===== src/rtl/cycle_watchdog.sv =====
// Run supervisor: counts cycles of a run armed by start, reports pass on done or fail on budget expiry.
// Optional heartbeat supervision is compiled in with `define CYCLE_WATCHDOG_KICK_EN.
//
// state | meaning
// IDLE  | waiting for start, cycles held at 0
// RUN   | counting run cycles, watching done / budget / heartbeat
// PASS  | done seen, cycles frozen until reset
// FAIL  | budget or heartbeat expired, cycles frozen until reset
module cycle_watchdog #(
  parameter int p_timeout_period = 10000,
  parameter int p_kick_window    = 256,
  parameter int p_cnt_width      = 32
) (
  input  logic                   clk,
  input  logic                   reset,
  input  logic                   start,
  input  logic                   done,
  input  logic                   kick,
  output logic [p_cnt_width-1:0] cycles,
  output logic                   running,
  output logic                   passed,
  output logic                   timeout_occurred,
  output logic                   kick_timeout
);

  typedef enum logic [1:0] {IDLE, RUN, PASS, FAIL} state_t;

  localparam logic [p_cnt_width-1:0] c_budget = p_cnt_width'(p_timeout_period);
  localparam logic [p_cnt_width-1:0] c_one    = p_cnt_width'(1);

  state_t                 state, state_next;
  logic [p_cnt_width-1:0] cycles_q, cycles_next;
  logic                   timeout_q, timeout_next;
  logic                   kick_to_q, kick_to_next;
  logic                   kick_expired;

`ifdef CYCLE_WATCHDOG_KICK_EN
  localparam int c_kw = $clog2(p_kick_window + 1);
  localparam logic [c_kw-1:0] c_kick_limit = c_kw'(p_kick_window);
  localparam logic [c_kw-1:0] c_kick_one   = c_kw'(1);

  logic [c_kw-1:0] kick_cnt, kick_cnt_next;

  assign kick_expired = (kick_cnt == c_kick_limit) && !kick;

  always_ff @(posedge clk) begin
    if (reset) kick_cnt <= '0;
    else       kick_cnt <= kick_cnt_next;
  end

  // Counter only moves while the run continues; held in every other state.
  always_comb begin
    kick_cnt_next = kick_cnt;
    if (state == IDLE && start)
      kick_cnt_next = '0;
    else if (state == RUN && state_next == RUN)
      kick_cnt_next = kick ? '0 : kick_cnt + c_kick_one;
  end
`else
  logic unused_kick;
  assign unused_kick  = kick;
  assign kick_expired = 1'b0;
`endif

  always_ff @(posedge clk) begin
    if (reset) begin
      state     <= IDLE;
      cycles_q  <= '0;
      timeout_q <= 1'b0;
      kick_to_q <= 1'b0;
    end else begin
      state     <= state_next;
      cycles_q  <= cycles_next;
      timeout_q <= timeout_next;
      kick_to_q <= kick_to_next;
    end
  end

  always_comb begin
    state_next   = state;
    cycles_next  = cycles_q;
    timeout_next = timeout_q;
    kick_to_next = kick_to_q;
    case (state)
      IDLE: begin
        cycles_next = '0;
        if (start) state_next = RUN;
      end
      RUN: begin
        if (done) begin
          state_next = PASS;
        end else if (cycles_q == c_budget) begin
          state_next   = FAIL;
          timeout_next = 1'b1;
        end else if (kick_expired) begin
          state_next   = FAIL;
          kick_to_next = 1'b1;
        end else begin
          cycles_next = cycles_q + c_one;
        end
      end
      default: ;
    endcase
  end

  always_comb begin
    cycles           = cycles_q;
    running          = (state == RUN);
    passed           = (state == PASS);
    timeout_occurred = timeout_q;
`ifdef CYCLE_WATCHDOG_KICK_EN
    kick_timeout     = kick_to_q;
`else
    kick_timeout     = 1'b0;
`endif
  end

`ifndef CYCLE_WATCHDOG_KICK_EN
  logic unused_kick_to;
  assign unused_kick_to = kick_to_q;
`endif

endmodule


===== config.mk =====
export PLATFORM = sky130hd
export DESIGN_NAME = cycle_watchdog
export DESIGN_NICKNAME = d
export VERILOG_FILES = /design/src/rtl/cycle_watchdog.sv
export SDC_FILE = /design/constraint.sdc
export NUM_CORES = 1
export LEC_CHECK = 0
export ABC_AREA = 1
export BUFFER_PORTS_ARGS = -buffer_cell sky130_fd_sc_hd__buf_2
export CORE_MARGIN = 10
export CORE_UTILIZATION = 30
export CTS_BUF_LIST = sky130_fd_sc_hd__clkbuf_4 sky130_fd_sc_hd__clkbuf_8
export DETAILED_ROUTE_END_ITERATION = 8
export PLACE_DENSITY_LB_ADDON = 0.08
export SYNTH_ARGS = -nofsm -noshare
export SYNTH_HDL_FRONTEND = slang
export SYNTH_SLANG_ARGS = --single-unit

===== constraint.sdc =====
create_clock -name clk -period 1.5 [get_ports clk]
set_input_delay 0.3 -clock clk [delete_from_list [all_inputs] [get_ports clk]]
set_output_delay 0.3 -clock clk [all_outputs]
set_load 0.02 [all_outputs]

# Word-level counts from Yosys, hierarchy flattened
# Cells that the tools add are included.
word_totals:
  ff_bits: 35
  inputBits: 5
  wordCells: 24
op_classes:
  add_sub_neg: 1
  n_eq_ne: 7
  n_mux: 7
  n_bitwise: 1
  n_reduce_logical: 5
ops:
  columns: ["operator", "n"]
  rows:
  - ["32-bit two-way mux", 2]
  - ["32-bit one-hot mux with 2 select lines", 1]
  - ["32-bit by 1-bit adder with 32-bit output (second input constant)", 1]
  - ["32-bit by 14-bit == test with 1-bit output (second input constant)", 1]
  - ["3-bit AND reduction", 3]
  - ["2-bit two-way mux", 3]
  - ["2-bit != test (second input constant)", 3]
  - ["2-bit one-hot mux with 2 select lines", 1]
  - ["3-bit by 2-bit != test with 1-bit output (second input constant)", 1]
  - ["2-bit by 1-bit == test with 1-bit output (second input constant)", 1]
  - ["2-bit == test (second input constant)", 1]
  - ["2-bit zero test", 1]
  - ["2-bit nonzero test", 1]
  - ["1-bit NOT", 1]

# Longest topological paths before layout
logic_depth:
  ltp_word: 4
  ltp_mapped: 13

# Worst setup path after synthesis
# No wires, ideal clock.
synth_path:
  path_kind: "flip-flop to flip-flop"
  startpoint: "register cycles_q[0], in the netlist cycles[0]"
  endpoint: "register cycles_q[18], in the netlist cycles[18]"
  setup_ns: 0.110
  arrival_time_ns: 1.625
  setup_slack_ns: -0.234
  stages_incl_launch_ff: 11
  path_buffers: 0
  path_cell_list: "dfxtp_1 > ha_1 > nand3_1 > inv_1 > nand2_1 > nor2_2 > nand2_1 > o21ai_0 > nand3_1 > nand2_1 > nor2_1"
synth_via:
  elab_chain_cells: 4
  elab_cells_between_ends: 7
  cone_classes: "1 x add/sub; 2 x eq/ne; 3 x mux; 1 x reduce/logical"
synth_rtl:
  columns: ["element", "line", "source"]
  rows:
  - ["start: declaration", "32", "logic [p_cnt_width-1:0] cycles_q, cycles_next;"]
  - ["start signal: assignment", "73", "cycles_q <= cycles_next;"]
  - ["32-bit by 1-bit adder with 32-bit output", "99", "cycles_next = cycles_q + c_one;"]
  - ["32-bit two-way mux", "92", "end else if (cycles_q == c_budget) begin"]
  - ["32-bit two-way mux", "90", "if (done) begin"]
  - ["32-bit one-hot mux with 2 select lines", "84", "case (state)"]
# Several ways; a longest one is shown, not always the timed one. The select of a mux whose other input is x is not followed.
# A chain may end at the register's enable or synchronous reset.

# Final worst setup path
layout_path:
  startpoint: "register cycles_q[0], in the netlist cycles[0]"
  endpoint: "register cycles_q[31], in the netlist cycles[31]"
# The elaborated chain is that of the path after synthesis.

==> out/results.ini <==
[status]
status=finished with violations
violations=setup timing

[grt]
grt_pass1_wl_mm=15.4
grtUsageTotal_pct=14.9
grt_max_degree=33
grt_pass1_vias=2962
antenna_found_initial=0
grt_overflow=0

[placed_design]
portBuffers=38
gp_congestion=0.908
dp_hpwl_mm=6.97

[worst_setup_path]
r2r_cells=12
r2r_slack_ns=-0.16
arrival_ns=1.89
startpoint_type=flip-flop
cp-end-kind=flip-flop
crit_required_ns=1.74
rr_startpoint=cycles[0]
path_class=flip-flop to flip-flop
r2r_end=cycles[31]
crit_fanout=9

[hold_path]
hp-start=done
min_path_type=primary input to flip-flop
whs_path_depth=4
hold-path-endpoint=state[0]

[floorplan]
floorplan.initialDensity_pct=30.5
io_pins=41
rows=33
die_y_um=111
die_w_um=111
coreArea_sq_um=8180
design.die.area_sq_um=12400

[synth]
synth.distinct_cells=21
seq_area_frac_synth_pct=28.1
syn_area_sq_um=2500
syn_avg_cell_area_sq_um=5.50
syn-num-nets=461
synth-seq-cells=35
syn-instance-count=454
yosys_warnings=0

[pwr]
finalPower_uw=2270
p_leak_uw=0.00200
power_density_nw_per_um2=559
vdd_ir_drop_max_uv=478

[job]
drv_cap=0

[cells_and_area]
diodes=0
layout-drive-gt1-share_pct=39.3
final_cell_mix=nand2_1 (140), buf_4 (89), nor2_1 (73), inv_1 (60), buf_2 (38)
final_common_cell=nand2_1
area_delta_synth_final_pct=62.6
nets=591

[routing]
via_count=3206
highest_layer=met4
post-route-drc-count=0
drt_first_pass_iters=5
wl_met1_mm=4.60
routed_wirelength_mm=9.73
final_antenna_net_count=0
met3_length_um=640
wl_met2_mm=4.35
viasPerCell=4.65
drt_iter0_markers=188
post_drt_wl_per_cell_um=14.1

[cts]
htreeDepth=2
clkLatencyLatePin_ns=0.29
postCtsHoldBufs=0
cts_buffer_depth=2
cts.sinks=35
cts_tree=yes
cts-buffers-inserted=5
cts-root-buf=clkbuf_8
clkSlewWorstSetupHoldPaths_ns=0.08

[timing]
hold_viol=0
rsz0062_at_grt=true
fin_skew_ns=0.00726
period_minus_slack_ns=1.66
finalMaxSlewViolations=0
setup_viol=33
holdWs_ns=0.323
fmax_ghz=0.604
timing.final.crit_share_pct=110
layout_setup_ws_ns=-0.156

## state kept, by name, indices dropped and copies added, names as in the netlist
| name | flops |
|---|---|
| cycles | 32 |
| state | 2 |
| timeout_occurred | 1 |
## worst max path at each step
stage	start	endpoint	slack (ns)	depth (start not counted)
CTS	cycles[0]	cycles[14]	-0.12	12
finish	cycles[0]	cycles[31]	-0.16	12
detailed placement	cycles[0]	cycles[18]	-0.23	10
global placement	cycles[0]	cycles[18]	-0.18	10
floorplan	cycles[0]	cycles[12]	-0.05	13
global route	cycles[0]	cycles[31]	-0.29	12
## stage by stage
stage	TNS (ns)	setup slack [ns]	util [%]	instances	instance area [sq um]
6_report	-3.32	-0.156	49.6	690	4060
3_5_place_dp	-4.21	-0.232	42.4	672	3470
3_3_place_gp	-3.18	-0.184	42.4	672	3470
4_1_cts	-2.80	-0.120	46.2	686	3770
5_1_grt	-7.42	-0.291	49.6	690	4060
2_1_floorplan	-0.213	-0.0504	-	454	2530
## worst max-delay path, cell delays in order, from the launching register on
cell,delay [ns]
dfxtp_4,0.38
inv_4,0.07
ha_4,0.12
inv_2,0.03
nor3_2,0.09
nand2_1,0.10
nor2_4,0.13
nand3_4,0.13
buf_12,0.17
clkbuf_16,0.17
nand3_2,0.07
nand2_1,0.04
nor2_1,0.09
## metal layers
layer	global-route usage [%]	up-vias
met4	3.08	0
li1	-	1669
met2	22.7	90
met1	21.0	1435
met5	0	-
met3	3.19	12
## where the power goes
group	internal [uW]	switching, uW
clock	390	380
sequential	936	10.9
combinational	218	333
## Yosys cell counts
| cell type | number | area, sq um |
|---|---|---|
| a31oi_1 | 1 | 6.26 |
| dfxtp_1 | 35 | 701 |
| nand4_1 | 9 | 56.3 |
| inv_1 | 66 | 248 |
| a21oi_1 | 15 | 75.1 |
| buf_2 | 1 | 5.00 |
| nor2_1 | 79 | 297 |
| clkbuf_1 | 8 | 30.0 |
| nand2_1 | 154 | 578 |
| conb_1 | 1 | 3.75 |
| nor2_2 | 4 | 25.0 |
| nand2_2 | 1 | 6.26 |
| ha_1 | 2 | 25.0 |
| or2_2 | 1 | 6.26 |
| buf_6 | 3 | 33.8 |
| nand3b_1 | 7 | 52.6 |
| nand3_1 | 48 | 240 |
| nor3_1 | 8 | 40.0 |
| xor2_1 | 2 | 17.5 |
| o21ai_0 | 7 | 35.0 |
| buf_4 | 2 | 15.0 |
## layout make-up
| type | count | area [sq um] |
|---|---|---|
| clock inverters | 1 | 5.00 |
| well taps | 105 | 131 |
| repair buffers | 137 | 1050 |
| multi-input cells | 339 | 1800 |
| inverters | 66 | 253 |
| flip-flops and latches | 35 | 723 |
| fillers | 862 | 4120 |
| clock buffers | 7 | 90.1 |
## timing repair
action,4_1_cts,5_1_grt
buffers inserted,5,2
endpoints found under the setup margin,33,34
gates cloned,2,2
gates resized for setup,46,50
pin swaps,5,15
## logic make-up (layout without fill, tap and decap cells)
| family | count (synthesis) | after routing | share of synthesized area (%) |
|---|---|---|---|
| AOI/OAI and AO/OA | 23 | 23 | 4.66 |
| xor gates and xnor gates | 2 | 2 | 0.702 |
| adders and majority gates | 2 | 2 | 1.00 |
| buffers and inverters | 80 | 211 | 13.3 |
| DFF | 35 | 35 | 28.1 |
| other | 1 | 1 | 0.150 |
| and+or+nand+nor | 311 | 311 | 52.1 |
Note: power is estimated with default switching activity, not from simulation.
